File: src/rtl/axil_reg_slave.sv
// AXI4-Lite register slave: REG_COUNT word registers, register 0 is a read-only ID word.
// Fabric sees all registers on a flat bus plus a one-cycle write pulse per register.
module axil_reg_slave #(
    parameter int unsigned           DATA_WIDTH = 32,
    parameter int unsigned           ADDR_WIDTH = 32,
    parameter int unsigned           STRB_WIDTH = DATA_WIDTH / 8,
    parameter int unsigned           REG_COUNT  = 16,
    parameter logic [DATA_WIDTH-1:0] ID_VALUE   = 32'h444E_4131
) (
    input  logic                             clk,
    input  logic                             rst,

    input  logic [ADDR_WIDTH-1:0]            s_axil_awaddr,
    input  logic [2:0]                       s_axil_awprot,
    input  logic                             s_axil_awvalid,
    output logic                             s_axil_awready,
    input  logic [DATA_WIDTH-1:0]            s_axil_wdata,
    input  logic [STRB_WIDTH-1:0]            s_axil_wstrb,
    input  logic                             s_axil_wvalid,
    output logic                             s_axil_wready,
    output logic [1:0]                       s_axil_bresp,
    output logic                             s_axil_bvalid,
    input  logic                             s_axil_bready,

    input  logic [ADDR_WIDTH-1:0]            s_axil_araddr,
    input  logic [2:0]                       s_axil_arprot,
    input  logic                             s_axil_arvalid,
    output logic                             s_axil_arready,
    output logic [DATA_WIDTH-1:0]            s_axil_rdata,
    output logic [1:0]                       s_axil_rresp,
    output logic                             s_axil_rvalid,
    input  logic                             s_axil_rready,

    output logic [REG_COUNT*DATA_WIDTH-1:0]  regs_out,
    output logic [REG_COUNT-1:0]             reg_wr_pulse
);

    localparam int unsigned IDX_LSB = $clog2(STRB_WIDTH);
    localparam int unsigned IDX_W   = $clog2(REG_COUNT);
    localparam int unsigned IDX_TOP = IDX_LSB + IDX_W;

    localparam logic [1:0] RESP_OKAY   = 2'b00;
    localparam logic [1:0] RESP_SLVERR = 2'b10;

    // Write-side state
    logic                  aw_full_q;
    logic [ADDR_WIDTH-1:0] aw_addr_q;
    logic                  w_full_q;
    logic [DATA_WIDTH-1:0] w_data_q;
    logic [STRB_WIDTH-1:0] w_strb_q;
    logic                  bvalid_q;
    logic [1:0]            bresp_q;
    logic [REG_COUNT-1:0]  reg_wr_pulse_q;

    // Read-side state
    logic                  rvalid_q;
    logic [1:0]            rresp_q;
    logic [DATA_WIDTH-1:0] rdata_q;

    logic [DATA_WIDTH-1:0] regs_q [REG_COUNT];

    // Decoded write/read controls
    logic                  aw_hs;
    logic                  w_hs;
    logic                  ar_hs;
    logic                  commit;
    logic [ADDR_WIDTH-1:0] wr_addr;
    logic [DATA_WIDTH-1:0] wr_data;
    logic [STRB_WIDTH-1:0] wr_strb;
    logic [IDX_W-1:0]      wr_idx;
    logic                  wr_in_range;
    logic                  wr_ok;
    logic [IDX_W-1:0]      rd_idx;
    logic                  rd_in_range;

    logic                  unused_prot;
    assign unused_prot = ^{s_axil_awprot, s_axil_arprot};

    always_comb begin
        aw_hs       = s_axil_awvalid && !aw_full_q;
        w_hs        = s_axil_wvalid && !w_full_q;
        ar_hs       = s_axil_arvalid && !rvalid_q;

        // A buffered beat takes priority over the live bus; both can't be live at once
        wr_addr     = aw_full_q ? aw_addr_q : s_axil_awaddr;
        wr_data     = w_full_q ? w_data_q : s_axil_wdata;
        wr_strb     = w_full_q ? w_strb_q : s_axil_wstrb;

        commit      = (aw_full_q || aw_hs) && (w_full_q || w_hs) && !bvalid_q;

        wr_idx      = wr_addr[IDX_LSB +: IDX_W];
        wr_in_range = (wr_addr >> IDX_TOP) == '0;
        wr_ok       = wr_in_range && (wr_idx != '0);

        rd_idx      = s_axil_araddr[IDX_LSB +: IDX_W];
        rd_in_range = (s_axil_araddr >> IDX_TOP) == '0;
    end

    // AW/W one-deep buffers and B channel
    always_ff @(posedge clk) begin
        if (rst) begin
            aw_full_q <= 1'b0;
            aw_addr_q <= '0;
            w_full_q  <= 1'b0;
            w_data_q  <= '0;
            w_strb_q  <= '0;
            bvalid_q  <= 1'b0;
            bresp_q   <= RESP_OKAY;
        end else begin
            if (commit) begin
                aw_full_q <= 1'b0;
                w_full_q  <= 1'b0;
                bvalid_q  <= 1'b1;
                bresp_q   <= wr_ok ? RESP_OKAY : RESP_SLVERR;
            end else begin
                if (aw_hs) begin
                    aw_full_q <= 1'b1;
                    aw_addr_q <= s_axil_awaddr;
                end
                if (w_hs) begin
                    w_full_q <= 1'b1;
                    w_data_q <= s_axil_wdata;
                    w_strb_q <= s_axil_wstrb;
                end
                if (bvalid_q && s_axil_bready) begin
                    bvalid_q <= 1'b0;
                end
            end
        end
    end

    // Register file and write pulse
    always_ff @(posedge clk) begin
        if (rst) begin
            for (int i = 0; i < int'(REG_COUNT); i++) begin
                regs_q[i] <= (i == 0) ? ID_VALUE : '0;
            end
            reg_wr_pulse_q <= '0;
        end else begin
            reg_wr_pulse_q <= '0;
            if (commit && wr_ok) begin
                reg_wr_pulse_q[wr_idx] <= 1'b1;
                for (int b = 0; b < int'(STRB_WIDTH); b++) begin
                    if (wr_strb[b]) begin
                        regs_q[wr_idx][b*8 +: 8] <= wr_data[b*8 +: 8];
                    end
                end
            end
        end
    end

    // Read channel; samples regs_q before any same-edge write lands
    always_ff @(posedge clk) begin
        if (rst) begin
            rvalid_q <= 1'b0;
            rresp_q  <= RESP_OKAY;
            rdata_q  <= '0;
        end else if (ar_hs) begin
            rvalid_q <= 1'b1;
            rresp_q  <= rd_in_range ? RESP_OKAY : RESP_SLVERR;
            rdata_q  <= rd_in_range ? regs_q[rd_idx] : '0;
        end else if (rvalid_q && s_axil_rready) begin
            rvalid_q <= 1'b0;
        end
    end

    assign s_axil_awready = !aw_full_q;
    assign s_axil_wready  = !w_full_q;
    assign s_axil_bvalid  = bvalid_q;
    assign s_axil_bresp   = bresp_q;
    assign s_axil_arready = !rvalid_q;
    assign s_axil_rvalid  = rvalid_q;
    assign s_axil_rresp   = rresp_q;
    assign s_axil_rdata   = rdata_q;
    assign reg_wr_pulse   = reg_wr_pulse_q;

    for (genvar g = 0; g < REG_COUNT; g++) begin : g_regs_out
        assign regs_out[g*DATA_WIDTH +: DATA_WIDTH] = regs_q[g];
    end

endmodule

File: config.mk
export PLATFORM = sky130hd
export DESIGN_NAME = axil_reg_slave
export DESIGN_NICKNAME = d
export VERILOG_FILES = /design/src/rtl/axil_reg_slave.sv
export SDC_FILE = /design/constraint.sdc
export NUM_CORES = 1
export LEC_CHECK = 0
export CAP_MARGIN = 30
export CORE_MARGIN = 4
export CORE_UTILIZATION = 30
export CTS_CLUSTER_DIAMETER = 30
export CTS_CLUSTER_SIZE = 8
export DETAILED_ROUTE_END_ITERATION = 7
export HOLD_SLACK_MARGIN = 0.12
export PLACE_DENSITY = 0.65
export SLEW_MARGIN = 5
export SYNTH_ARGS = -nofsm -noshare
export SYNTH_HDL_FRONTEND = slang
export SYNTH_SLANG_ARGS = --single-unit
File: constraint.sdc
create_clock -name clk -period 2.91 [get_ports clk]
set_input_delay 0.582 -clock clk [delete_from_list [all_inputs] [get_ports clk]]
set_output_delay 0.582 -clock clk [all_outputs]
set_load 0.02 [all_outputs]
# [After elaboration in Yosys (flattened, before gate mapping)]
# Memories as Yosys holds them, arrays and structs flattened.
# Cells that the tools add are included.
[op_classes] magnitude_cmp=2 mux=33 bitwise_logic=2 reduce_logical=26
[ops] op="2-to-1 mux 32 bit" count=4
[ops] op="zero test 32 bit" count=2
[ops] op="OR reduction 32 bit" count=1
[ops] op="2-to-1 mux 1 bit" count=23
[ops] op="2-to-1 mux 4 bit" count=3
[ops] op="logical AND 1 bit" count=10
[ops] op="less-than comparator 4 x 5 -> 1 bit, second input constant" count=1
[ops] op="demux 1 bit (select 4 bit)" count=1
[ops] op=">= comparator 4 x 1 -> 1 bit, second input constant" count=1
[ops] op="zero test 1 bit" count=4
[ops] op="2-to-1 mux 2 bit" count=2
[ops] op="AND reduction 2 bit" count=2
[ops] op="nonzero test 2 bit" count=2
[ops] op="nonzero test 4 bit" count=1
[ops] op="OR reduction 2 bit" count=2
[ops] op="logical OR 1 bit" count=2
[ops] op="inverter 1 bit" count=2
[word_totals] ff_bits=124 ramBits=512 in_bits=113 out_inout_bits=569 elab_cells=75 memories=1
[memory_table] name="regs_q" depth=16 width=32 read_ports=17 rd_ports_with_merged_regs=0 wr=16 line="60" rtl="logic [DATA_WIDTH-1:0] regs_q [REG_COUNT];"

# [Depth between registers and ports, before layout]
# Gate-level depths: netlist of run 1.
[depth] word_depth=11 mapped_depth=8 ltp_nobuf=4

# [Least setup slack after synthesis of run 1]
# Ideal clock, no wire load.
[synth_path] kind="input-to-reg" startpoint="in s_axil_awaddr[18]" endpoint="mem regs_q[14][0] (enable)" setup_time_ns=0.387 t_arrival_ns=2.736 required_time_ns=2.523 setup_slack_ns=-0.213 stages=6 n_path_buf=2 cell_sequence="or4_1 nor4_1 o22ai_1 clkbuf_1 buf_1 o31ai_1"
[synth_rtl] item="from (decl)" line="13" rtl="input logic [ADDR_WIDTH-1:0] s_axil_awaddr,"
[synth_rtl] item="to (decl)" line="60"

# [Final worst setup path of run 1]
[layout_path] startpoint="reg aw_full_q" endpoint="out s_axil_awready"
[layout_between] elab_chain_cells=1
[layout_rtl] item="from (decl)" line="46" rtl="logic aw_full_q;"
[layout_rtl] item="from (signal assigned)" line="102" rtl="aw_full_q <= 1'b0;"
[layout_rtl] item="from (signal assigned)" line="111" rtl="aw_full_q <= 1'b0;"
[layout_rtl] item="from (signal assigned)" line="117" rtl="aw_full_q <= 1'b1;"
[layout_rtl] item="zero test 1 bit" line="167" rtl="assign s_axil_awready = !aw_full_q;"
[layout_rtl] item="to (decl)" line="16" rtl="output logic s_axil_awready,"
# No other way between the ends.

==> out/qor.tcl, run 1 <==
set qor(initial_utilization_pct) 30.3
set qor(critPathRequiredTime_ns) 2.33
set qor(num_rows) 114
set qor(mostFrequentLayoutCell) {sky130_fd_sc_hd__clkdlybuf4s50_1}
set qor(clk-insertion-delay-late_ns) 0.76
set qor(initial_antenna_violation_count) 2
set qor(globalplace.congestion) 0.935
set qor(cts.reportedPaths.clkPinSlew_ns) 0.04
set qor(tightest_slew_ns) 0.746
set qor(power.ir.vdd_worst_uv) 458
set qor(core_area_sq_um) 96900
set qor(hold_viol_final) 0
set qor(final_util_pct) 46.3
set qor(finalMaxSlewViolations) 0
set qor(period_minus_slack_ns) 2.78
set qor(io_pins) 682
set qor(dp_slack_ns) -0.409
set qor(postLayoutSetupSlackWorst_ns) 0.133
set qor(cts_tree) {done}
set qor(drt_drc_violations_left) 0
set qor(ys_types) 48
set qor(hp-start) {rst}
set qor(reg2reg_setup_slack_ns) 0.28
set qor(postCtsHoldBufs) 0
set qor(worst_slew_margin_rel_pct) 50.2
set qor(clock_tree_root_driver_cell) {sky130_fd_sc_hd__clkbuf_16}
set qor(xor_xnor_cell_area_share_of_the_yosys_netlist_pct) 0
set qor(synth_async_sr_flop_share_pct) 0
set qor(grt-ovfl-total) 0
set qor(power_per_cell_area_nw_per_um2) 687
set qor(worstPathArrival_ns) 2.20
set qor(drt_pre_antenna_iters) 6
set qor(synth-edff-count) 512
set qor(critical_path.max_stage_delay_ns) 0.56
set qor(synth.avg_cell_area_sq_um) 12.9
set qor(worst_setup_path_end_kind) {primary output}
set qor(max_cap_viols) 0
set qor(run_status) {complete, no violations}
set qor(synthFlopType) {sky130_fd_sc_hd__edfxtp_1}
set qor(hold_path_end) {aw_addr_q[4]$_SDFFE_PP0P_}
set qor(worst-setup-path-type) {reg2out}
set qor(grt_use_total_pct) 24.5
set qor(areaGrowthSynthToFinish_pct) 52.8
set qor(r2r_start) {aw_full_q$_SDFFE_PP0P_}
set qor(grt_first_pass_wirelength_mm) 182
set qor(synthesis.area_sq_um) 29300
set qor(dominant_combinational_cell_family_by_area_after_synthesis) {simple AND/OR/NAND/NOR gates}
set qor(cts_max_level) 4
set qor(initialDrtViolationCount) 3139
set qor(hold-worst-slack_ns) 0.225
set qor(chip_height_microns) 321
set qor(period_share_pct) 95.4
set qor(syn-instance-count) 2272
set qor(cts_sinks) 632
set qor(mostFrequentLayoutCells) {665 x sky130_fd_sc_hd__clkdlybuf4s50_1, 512 x sky130_fd_sc_hd__edfxtp_1, 355 x sky130_fd_sc_hd__nor4_1, 317 x sky130_fd_sc_hd__nand2_1, 202 x sky130_fd_sc_hd__buf_4}
set qor(synth_mux_area_share_pct) 13.6
set qor(tns_ns) 0
set qor(timing.critical_path.slowest_stage_cell) {sky130_fd_sc_hd__clkdlybuf4s50_1}
set qor(synthSimpleGateAreaFrac_pct) 17.6
set qor(timing.hold.worst_path_depth) 2
set qor(routed_wire_length_per_instance_microns) 28.9
set qor(cts-buffers-inserted) 149
set qor(antenna_left) 0
set qor(grt_setup_unrepaired) {false}
set qor(crit_path_max_fanout) 13
set qor(cts_resized) 0
set qor(synth_compound_area_share_pct) 4.26
set qor(grt_start_max_net_pins) 70
set qor(cp-start-kind) {flip-flop}
set qor(dpl.hpwl_mm) 97.7
set qor(total_power_w) 0.0308
set qor(clock_tree.buffer_depth) 3
set qor(post_cts.repair.setup_buffers) 0
set qor(fin_skew_ns) 0.0603
set qor(fp.dieW_microns) 321
set qor(vias_in_the_first_global_route) 24600
set qor(die_area_sq_um) 103000
set qor(crit_path_cell_trace) {buf_4 -> inv_1 -> clkdlybuf4s50_1}
set qor(count_of_state_elements_after_synthesis) 632
set qor(sequential_fraction_of_the_synthesis_area_pct) 60.6
set qor(max_clock_freq_ghz) 0.360
set qor(layout-drive-gt1-share_pct) 23.8
set qor(layout.nets) 3219
set qor(timing.rr.end) {regs_q[8][17]$_SDFFCE_PN0P_}
set qor(ff2ff_path_depth) 7
set qor(holdCritPathClass) {in2reg}
set qor(num_vias) 25400
set qor(totalWireLength_mm) 130
set qor(leakage_power_nw) 15.0
set qor(synth.yosys.warnings) 0
set qor(port-buffer-count) 669
set qor(via_per_inst) 5.63
set qor(setup_viol) 0
set qor(synthesized_area_fraction_occupied_by_adder_cells_pct) 0
power breakdown:
part	total [W]	internal (W)	switching [W]	leakage, nW
Clock	0.0172	0.0115	0.00566	2.49
Sequential	0.0104	0.0101	0.000326	6.25
Combinational	0.00319	0.00133	0.00186	6.21
Total	0.0308	0.0229	0.00785	15.0
cells in the mapped netlist, types with 2 or more instances:
library cell / instances / area share, %
sky130_fd_sc_hd__nand4_1: 31 / 0.66
sky130_fd_sc_hd__and3_1: 6 / 0.13
sky130_fd_sc_hd__inv_1: 6 / 0.077
sky130_fd_sc_hd__nor4_2: 52 / 2.2
sky130_fd_sc_hd__nor3b_1: 3 / 0.077
sky130_fd_sc_hd__buf_2: 43 / 0.73
sky130_fd_sc_hd__mux2_2: 36 / 1.4
sky130_fd_sc_hd__o31ai_1: 61 / 1.6
sky130_fd_sc_hd__or4_1: 4 / 0.10
sky130_fd_sc_hd__mux2i_1: 69 / 2.4
sky130_fd_sc_hd__clkbuf_1: 182 / 2.3
sky130_fd_sc_hd__nor2_1: 42 / 0.54
sky130_fd_sc_hd__edfxtp_1: 512 / 52
sky130_fd_sc_hd__nor2b_1: 4 / 0.085
sky130_fd_sc_hd__nand2_1: 317 / 4.1
sky130_fd_sc_hd__o211ai_1: 35 / 0.90
sky130_fd_sc_hd__nor4_1: 355 / 7.6
sky130_fd_sc_hd__nor3_1: 111 / 1.9
sky130_fd_sc_hd__o21a_1: 3 / 0.077
sky130_fd_sc_hd__buf_1: 36 / 0.46
sky130_fd_sc_hd__dfxtp_1: 120 / 8.2
sky130_fd_sc_hd__buf_6: 4 / 0.15
sky130_fd_sc_hd__nand3_1: 4 / 0.068
sky130_fd_sc_hd__mux4_2: 128 / 9.8
sky130_fd_sc_hd__o21ai_0: 4 / 0.068
sky130_fd_sc_hd__a21oi_1: 69 / 1.2
sky130_fd_sc_hd__o21bai_1: 2 / 0.051
sky130_fd_sc_hd__conb_1: 2 / 0.026
sky130_fd_sc_hd__nor4b_1: 2 / 0.060
sky130_fd_sc_hd__buf_4: 8 / 0.20
sky130_fd_sc_hd__o22ai_1: 4 / 0.085
worst max-delay path, delay by kind of cell, from the launching register on:
kind     cells  cell delay [ns]
buf+inv      3             0.94
flops        1             0.55
area by class of cell:
| type | instances | area (sq um) |
|---|---|---|
| sequential | 632 | 17800 |
| clock buffer | 168 | 3860 |
| multi-input combinational | 1394 | 10800 |
| fill | 8561 | 52000 |
| inverter | 6 | 23.8 |
| clock inverter | 104 | 1420 |
| antenna | 5 | 12.5 |
| timing repair buffer | 923 | 9280 |
| tap | 1276 | 1600 |
logic make-up after synthesis:
kind of cell | after synthesis
AND/OR/NAND/NOR | 937
AO/OA/AOI/OAI | 189
buffers and inverters | 279
multiplexers | 233
other | 2
flip-flops | 632
flip-flops by register name, summed over array words and instances (netlist names):
name           count
aw_addr_q         30
aw_full_q          1
reg_wr_pulse      16
regs_q           512
s_axil_bresp       1
s_axil_bvalid      1
s_axil_rdata      32
s_axil_rresp       1
s_axil_rvalid      1
w_data_q          32
w_full_q           1
w_strb_q           4
stage by stage:
stage               cell area, sq um  cells
global route                   44800   4503
finish                         44800   4508
CTS                            44800   4503
detailed placement             39500   4231
floorplan                      29600   2305
global placement               39500   4231
metal layers:
metal	vias to the layer above	part of all wire, %	GRT usage, %
li1	10700	-	-
met1	12600	38	31.6
met2	1734	46	38.7
met3	316	11	7.13
met4	2	4.5	10.1
met5	-	0.010	0
worst max-delay path by stage:
stage	start	to	slack [ns]	cells past startpoint
CTS	aw_full_q$_SDFFE_PP0P_	s_axil_awready	0.07	3
global placement	s_axil_awaddr[18]	regs_q[12][7]$_SDFFCE_PN0P_	-0.39	8
detailed placement	s_axil_awaddr[18]	regs_q[9][7]$_SDFFCE_PN0P_	-0.41	8
finish	aw_full_q$_SDFFE_PP0P_	s_axil_awready	0.13	3
floorplan	s_axil_awaddr[18]	regs_q[14][0]$_SDFFCE_PN0P_	-0.21	6
global route	aw_full_q$_SDFFE_PP0P_	s_axil_awready	0.04	3
Note: power is estimated with default switching activity, not from simulation.
==> inputs of run 2 (changes only) <==
ABC_CLOCK_PERIOD_IN_PS = 2910   (was default)
SLEW_MARGIN = 20   (was 5)
==> results of run 2 <==
Same layout as run 1: the final DEF is identical, and so are final timing and power.
